## config.mk

```make
export PLATFORM = sky130hd
export DESIGN_NAME = huffman_bit_packer_flat
export DESIGN_NICKNAME = d
export VERILOG_FILES = /design/src/rtl/huffman_bit_packer_if.sv /design/src/rtl/huffman_bit_packer.sv /design/src/flat_wrapper.sv
export SDC_FILE = /design/constraint.sdc
export NUM_CORES = 1
export LEC_CHECK = 0
export ABC_AREA = 1
export CAP_MARGIN = 5
export CORE_MARGIN = 10
export CORE_UTILIZATION = 40
export DETAILED_ROUTE_END_ITERATION = 8
export GPL_TIMING_DRIVEN = 0
export HOLD_SLACK_MARGIN = 0.12
export SYNTH_ARGS = -nofsm -noshare
export SYNTH_HDL_FRONTEND = slang
export SYNTH_SLANG_ARGS = --single-unit
```

## constraint.sdc

```tcl
create_clock -name clk -period 6.3 [get_ports clk]
set_clock_uncertainty 0.2 [all_clocks]
set_input_delay 0.945 -clock clk [delete_from_list [all_inputs] [get_ports clk]]
set_output_delay 0.945 -clock clk [all_outputs]
set_load 0.01 [all_outputs]
```

## src/rtl/huffman_bit_packer_if.sv

```systemverilog
// Codeword-in / byte-out handshake bundle for the Huffman bit packer.
// master drives codewords and consumes bytes; slave is the packer.
interface huffman_bit_packer_if;
  logic        in_valid;
  logic        in_ready;
  logic [15:0] in_code;
  logic [4:0]  in_len;
  logic        in_flush;
  logic        out_valid;
  logic        out_ready;
  logic [7:0]  out_data;
  logic        out_last;
  logic [2:0]  out_pad;

  modport master (
    output in_valid, in_code, in_len, in_flush, out_ready,
    input  in_ready, out_valid, out_data, out_last, out_pad
  );

  modport slave (
    input  in_valid, in_code, in_len, in_flush, out_ready,
    output in_ready, out_valid, out_data, out_last, out_pad
  );
endinterface

```

## src/rtl/huffman_bit_packer.sv

```systemverilog
// Packs right-aligned variable-length codewords MSB-first into bytes,
// with a zero-padding flush that tags the final byte.
module huffman_bit_packer (
  input  logic                        clk,
  input  logic                        rst,
  input  logic                        enable,
  huffman_bit_packer_if.slave         bus,
  output logic                        flush_done,
  output logic [15:0]                 byte_cnt
);

  typedef enum logic {RUN, FLUSH} state_e;

  state_e      state_q, state_d;
  logic [31:0] buf_q, buf_d, buf_s, app;
  logic [5:0]  cnt_q, cnt_d, cnt_s;
  logic [15:0] bcnt_q, bcnt_d;
  logic [4:0]  len;
  logic        acc, emit;
  logic        in_flush_st;

  assign in_flush_st = (state_q == FLUSH);
  assign len = (bus.in_len > 5'd16) ? 5'd16 : bus.in_len;

  assign bus.in_ready = enable & ~in_flush_st
                      & (cnt_q <= 6'd16) & ~rst;
  assign bus.out_valid = enable
                       & ((cnt_q >= 6'd8)
                       | (in_flush_st & (cnt_q != 6'd0)));
  assign bus.out_data = buf_q[31:24];
  assign bus.out_last = in_flush_st & (cnt_q <= 6'd8)
                      & (cnt_q != 6'd0);
  assign bus.out_pad = bus.out_last
                     ? 3'(6'd8 - cnt_q) : 3'd0;

  assign acc  = bus.in_valid & bus.in_ready;
  assign emit = bus.out_valid & bus.out_ready;
  assign byte_cnt = bcnt_q;

  // Shift out first, then append the new code just below the survivors.
  always_comb begin
    buf_s = buf_q;
    cnt_s = cnt_q;
    if (emit) begin
      buf_s = {buf_q[23:0], 8'h00};
      cnt_s = (cnt_q >= 6'd8) ? cnt_q - 6'd8 : 6'd0;
    end
    app = ({bus.in_code, 16'h0000} << (5'd16 - len)) >> cnt_s;
    buf_d = buf_s;
    cnt_d = cnt_s;
    if (acc) begin
      buf_d = buf_s | app;
      cnt_d = cnt_s + {1'b0, len};
    end
    bcnt_d = bcnt_q + {15'd0, emit};
  end

  always_comb begin
    state_d    = state_q;
    flush_done = 1'b0;
    unique case (state_q)
      RUN: begin
        if (enable & bus.in_flush) state_d = FLUSH;
      end
      FLUSH: begin
        if (enable & (cnt_q == 6'd0)) begin
          state_d    = RUN;
          flush_done = 1'b1;
        end
      end
    endcase
  end

  always_ff @(posedge clk) begin
    if (rst) begin
      state_q <= RUN;
      buf_q   <= 32'd0;
      cnt_q   <= 6'd0;
      bcnt_q  <= 16'd0;
    end else begin
      state_q <= state_d;
      buf_q   <= buf_d;
      cnt_q   <= cnt_d;
      bcnt_q  <= bcnt_d;
    end
  end

endmodule

```

## src/flat_wrapper.sv

```systemverilog
// flat-port wrapper written by rule: the top's interface ports become plain ports
module huffman_bit_packer_flat 
  (clk, rst, enable, flush_done, byte_cnt, bus_in_valid, bus_in_code, bus_in_len, bus_in_flush, bus_out_ready, bus_in_ready, bus_out_valid, bus_out_data, bus_out_last, bus_out_pad);
  huffman_bit_packer_if bus_i ();
  input  logic clk;
  input  logic rst;
  input  logic enable;
  output logic flush_done;
  output logic [15:0] byte_cnt;
  input wire logic [$bits(bus_i.in_valid)-1:0] bus_in_valid;
  input wire logic [$bits(bus_i.in_code)-1:0] bus_in_code;
  input wire logic [$bits(bus_i.in_len)-1:0] bus_in_len;
  input wire logic [$bits(bus_i.in_flush)-1:0] bus_in_flush;
  input wire logic [$bits(bus_i.out_ready)-1:0] bus_out_ready;
  output wire logic [$bits(bus_i.in_ready)-1:0] bus_in_ready;
  output wire logic [$bits(bus_i.out_valid)-1:0] bus_out_valid;
  output wire logic [$bits(bus_i.out_data)-1:0] bus_out_data;
  output wire logic [$bits(bus_i.out_last)-1:0] bus_out_last;
  output wire logic [$bits(bus_i.out_pad)-1:0] bus_out_pad;
  assign bus_i.in_valid = bus_in_valid;
  assign bus_i.in_code = bus_in_code;
  assign bus_i.in_len = bus_in_len;
  assign bus_i.in_flush = bus_in_flush;
  assign bus_i.out_ready = bus_out_ready;
  assign bus_in_ready = bus_i.in_ready;
  assign bus_out_valid = bus_i.out_valid;
  assign bus_out_data = bus_i.out_data;
  assign bus_out_last = bus_i.out_last;
  assign bus_out_pad = bus_i.out_pad;
  huffman_bit_packer u_core (.clk(clk), .rst(rst), .enable(enable), .bus(bus_i), .flush_done(flush_done), .byte_cnt(byte_cnt));
endmodule
```

==> metrics.json <==
{
  "wp_data_required_ps": 6290,
  "io_buffer_count": 55,
  "tritoncts": "yes",
  "area_growth_syn_to_layout_pct": 19.0,
  "grt.busiest_layer": "met2",
  "post-route-worst-setup-slack_ps": 1800,
  "gr-usage-met2": 0.323,
  "grt_resource_usage_total": 0.188,
  "pwr_density_cell_nw_per_um2": 212,
  "gr-usage-met1": 0.240,
  "cp_cell_sequence": "clkdlybuf4s50_1 > nand3_4 > inv_2 > buf_6 > clkbuf_1 > ha_1 > ha_1 > nand2_1 > nor2_1 > inv_1 > nor3_1 > inv_1 > nor2_1 > inv_1 > nor3_1 > nand3_1 > nor3b_1 > nand2_1 > o21ai_0 > a21oi_1",
  "most-common-layout-cells": "nand3_1, nand2_1, inv_1",
  "intPower_w": 0.000733,
  "stdcell_area_sq_um": 5630,
  "number_of_synthesized_flops_with_an_enable_pin": 0,
  "max_stage_delay_ps": 610,
  "route.detailed.vias_per_inst": 5.43,
  "switching_share": 0.387,
  "synth_cell_types": 41,
  "critical_path.slowest_cell": "clkdlybuf4s50_1",
  "route.antenna.remaining_nets": 0,
  "crit_top_cell": "inv_1",
  "grt_pass1_vias": 5075,
  "synth_top_area_frac": 0.233,
  "antenna_found_initial": 0,
  "globalplace.congestion": 0.927,
  "place_ws_ps": 1450,
  "timing.hold.worst.class": "reg2reg",
  "whs_path_cells": 1,
  "share_of_flip_flops_with_an_asynchronous_set_or_reset_after_synthesis": 0,
  "detailedPlacementHpwl_mm": 12.6,
  "global_route.usage.met3": 0.0357,
  "first_drt_iteration_drcs": 511,
  "final.fill_count": 1260,
  "critical_path.top_delay_family": "simple AND/OR/NAND/NOR gates",
  "postSynthAreaPerCell_sq_um": 6.06,
  "die-height_um": 129,
  "root_buffer": "clkbuf_16",
  "drt_drc_violations_left": 0,
  "post_cts_buffers": 0,
  "leakage_nw": 2.51,
  "layout-drive-gt1-share": 0.0948,
  "timing.max_slew.rel_slack": 0.531,
  "placementRows": 39,
  "die_area_sq_um": 16600,
  "worst-r2r-cell-count": 25,
  "clock_tree_buffer_depth": 2,
  "totalWireLength_mm": 15.6,
  "tritoncts.num_buffers": 5,
  "grt_remaining_overflow": 0,
  "layout_commonest_cell": "nand3_1",
  "floorplan.initialDensity": 0.411,
  "worst_slew_pin_slew_ps": 704,
  "synth.yosys.seq_area_share": 0.233,
  "io_pins": 58,
  "timing.setup.critical_path_class": "in2reg",
  "total_area_of_multi_input_combinational_cells_sq_um": 3000,
  "postCtsHoldBufs": 0,
  "routed-via-count": 5356,
  "worstSetupEndpointType": "flop",
  "yosys_register_bits": 55,
  "cp_num_cells": 20,
  "cts-resized-gates": 0,
  "maximum_number_of_pins_on_one_net_before_global_route_repair": 19,
  "path_buf_inv": 7,
  "timing.fmax_mhz": 222,
  "critPathArrivalTime_ps": 4490,
  "final-seq-area_sq_um": 1100,
  "synth.net_count": 818,
  "period_minus_slack_ps": 4500,
  "finalSetupViolCount": 0,
  "report.power.total_w": 0.00119,
  "clock_sink_count": 55,
  "rsz_0062_raised_after_global_routing": "false",
  "period_share": 0.714,
  "die_w_um": 129,
  "crit_path_start_kind": "input pin",
  "syn_inst": 781,
  "worstSkewPairLatency_ps": 310,
  "routedWlPerCell_um": 15.8,
  "ir_worst_vdd_uv": 119,
  "timing_hold_violations_final": 0,
  "synth_area_leaders": "dfxtp_1, nand3_1, nand2_1",
  "core_sq_um": 11500,
  "final.setup.tns_ps": 0,
  "pwr-share-clk": 0.269,
  "yosys_warns": 0,
  "cap_viol_max_count": 0,
  "post-synth-top-area-cell": "dfxtp_1",
  "global_route_wire_length_before_repair_mm": 25.5,
  "clkTransAtPathRegs_ps": 70,
  "htree_levels": 2,
  "slew_viol_final": 0,
  "post_dp_area_sq_um": 5460,
  "drt_pass1_iterations": 5,
  "run_status": "complete, no violations",
  "power.sequential.fraction": 0.319,
  "ys_dominant_reg_cell": "dfxtp_1",
  "combPwrFrac": 0.412,
  "netlist_area_sq_um": 4730,
  "final_nets": 880,
  "diodes": 0,
  "p_switching_w": 0.000462,
  "critical_path_peak_fanout": 10
}
path summary, 6_finish.rpt:
check / startpoint / end / slack (ps)
setup reg to reg: u_core.cnt_q[4]$_SDFF_PP0_ / u_core.byte_cnt[14]$_SDFF_PP0_ / 1970
setup / recovery: enable / u_core.byte_cnt[14]$_SDFF_PP0_ / 1800
hold / removal: u_core.byte_cnt[15]$_SDFF_PP0_ / u_core.byte_cnt[15]$_SDFF_PP0_ / 260
hold reg to reg: u_core.byte_cnt[15]$_SDFF_PP0_ / u_core.byte_cnt[15]$_SDFF_PP0_ / 260
Yosys cell counts (2+ instances only):
cell type and number:
o21ai_1 6, o21ai_0 29, o211ai_1 2, nand3_4 2
nand3_1 213, o31ai_1 2, buf_6 6, inv_1 73
dfxtp_1 55, nor3b_1 4, mux2i_1 7, buf_2 16
nand2_1 172, o21ai_4 2, a31oi_1 2, inv_2 10
ha_1 9, nor2_1 34, a21oi_1 52, clkbuf_1 13
nand4_1 17, buf_4 15, nor3_1 10, nor2_4 4
nand2_2 10
cells by family (layout without fill, tap and decap cells):
| logic type | count (synthesis) | count (layout) | share of synthesized area |
|---|---|---|---|
| compound gates | 98 | 98 | 0.113 |
| xor+xnor | 1 | 1 | 0.00185 |
| fa+ha+maj | 10 | 10 | 0.0280 |
| buf+inv | 136 | 199 | 0.134 |
| flops | 55 | 55 | 0.233 |
| mux | 7 | 7 | 0.0148 |
| simple gates | 474 | 474 | 0.475 |
per-layer routing:
layer	vias to the layer above	share of wire
met2	146	0.48
met3	13	0.052
li1	2742	-
met1	2455	0.46
met5	-	0
met4	0	0.010
cell type report:
cell class / instances / share of cell area
multi-input cells: 590 / 0.532
clock buffers: 5 / 0.0222
clock inverters: 3 / 0.00822
flip-flops and latches: 55 / 0.195
repair buffers: 55 / 0.0977
inverters: 85 / 0.0571
well taps: 143 / 0.0318
plain buffers: 51 / 0.0555
registers in the layout (all words and copies together) (netlist names):
register	cells
u_core.buf_q	32
u_core.byte_cnt	16
u_core.cnt_q	6
u_core.in_flush_st	1
power groups by stage:
| stage | clock, W | sequential [W] | combinational [W] |
|---|---|---|---|
| 4_1_cts | 0.000331 | 0.000381 | 0.000487 |
| 2_1_floorplan | 0 | 0.000386 | 0.000347 |
| 6_report | 0.000322 | 0.000381 | 0.000492 |
| 5_1_grt | 0.000344 | 0.000383 | 0.000550 |
| 3_3_place_gp | 0 | 0.000388 | 0.000482 |
| 3_5_place_dp | 0 | 0.000389 | 0.000485 |
per-stage QoR:
step                      std cells  hold slack, ps  utilization
after floorplan                 781             245            -
after global placement          979             236        0.474
after detailed placement        979             247        0.474
after CTS                       987             262        0.489
after global routing            987             293        0.489
final                           987             261        0.489
(Power assumes the default switching activity.)
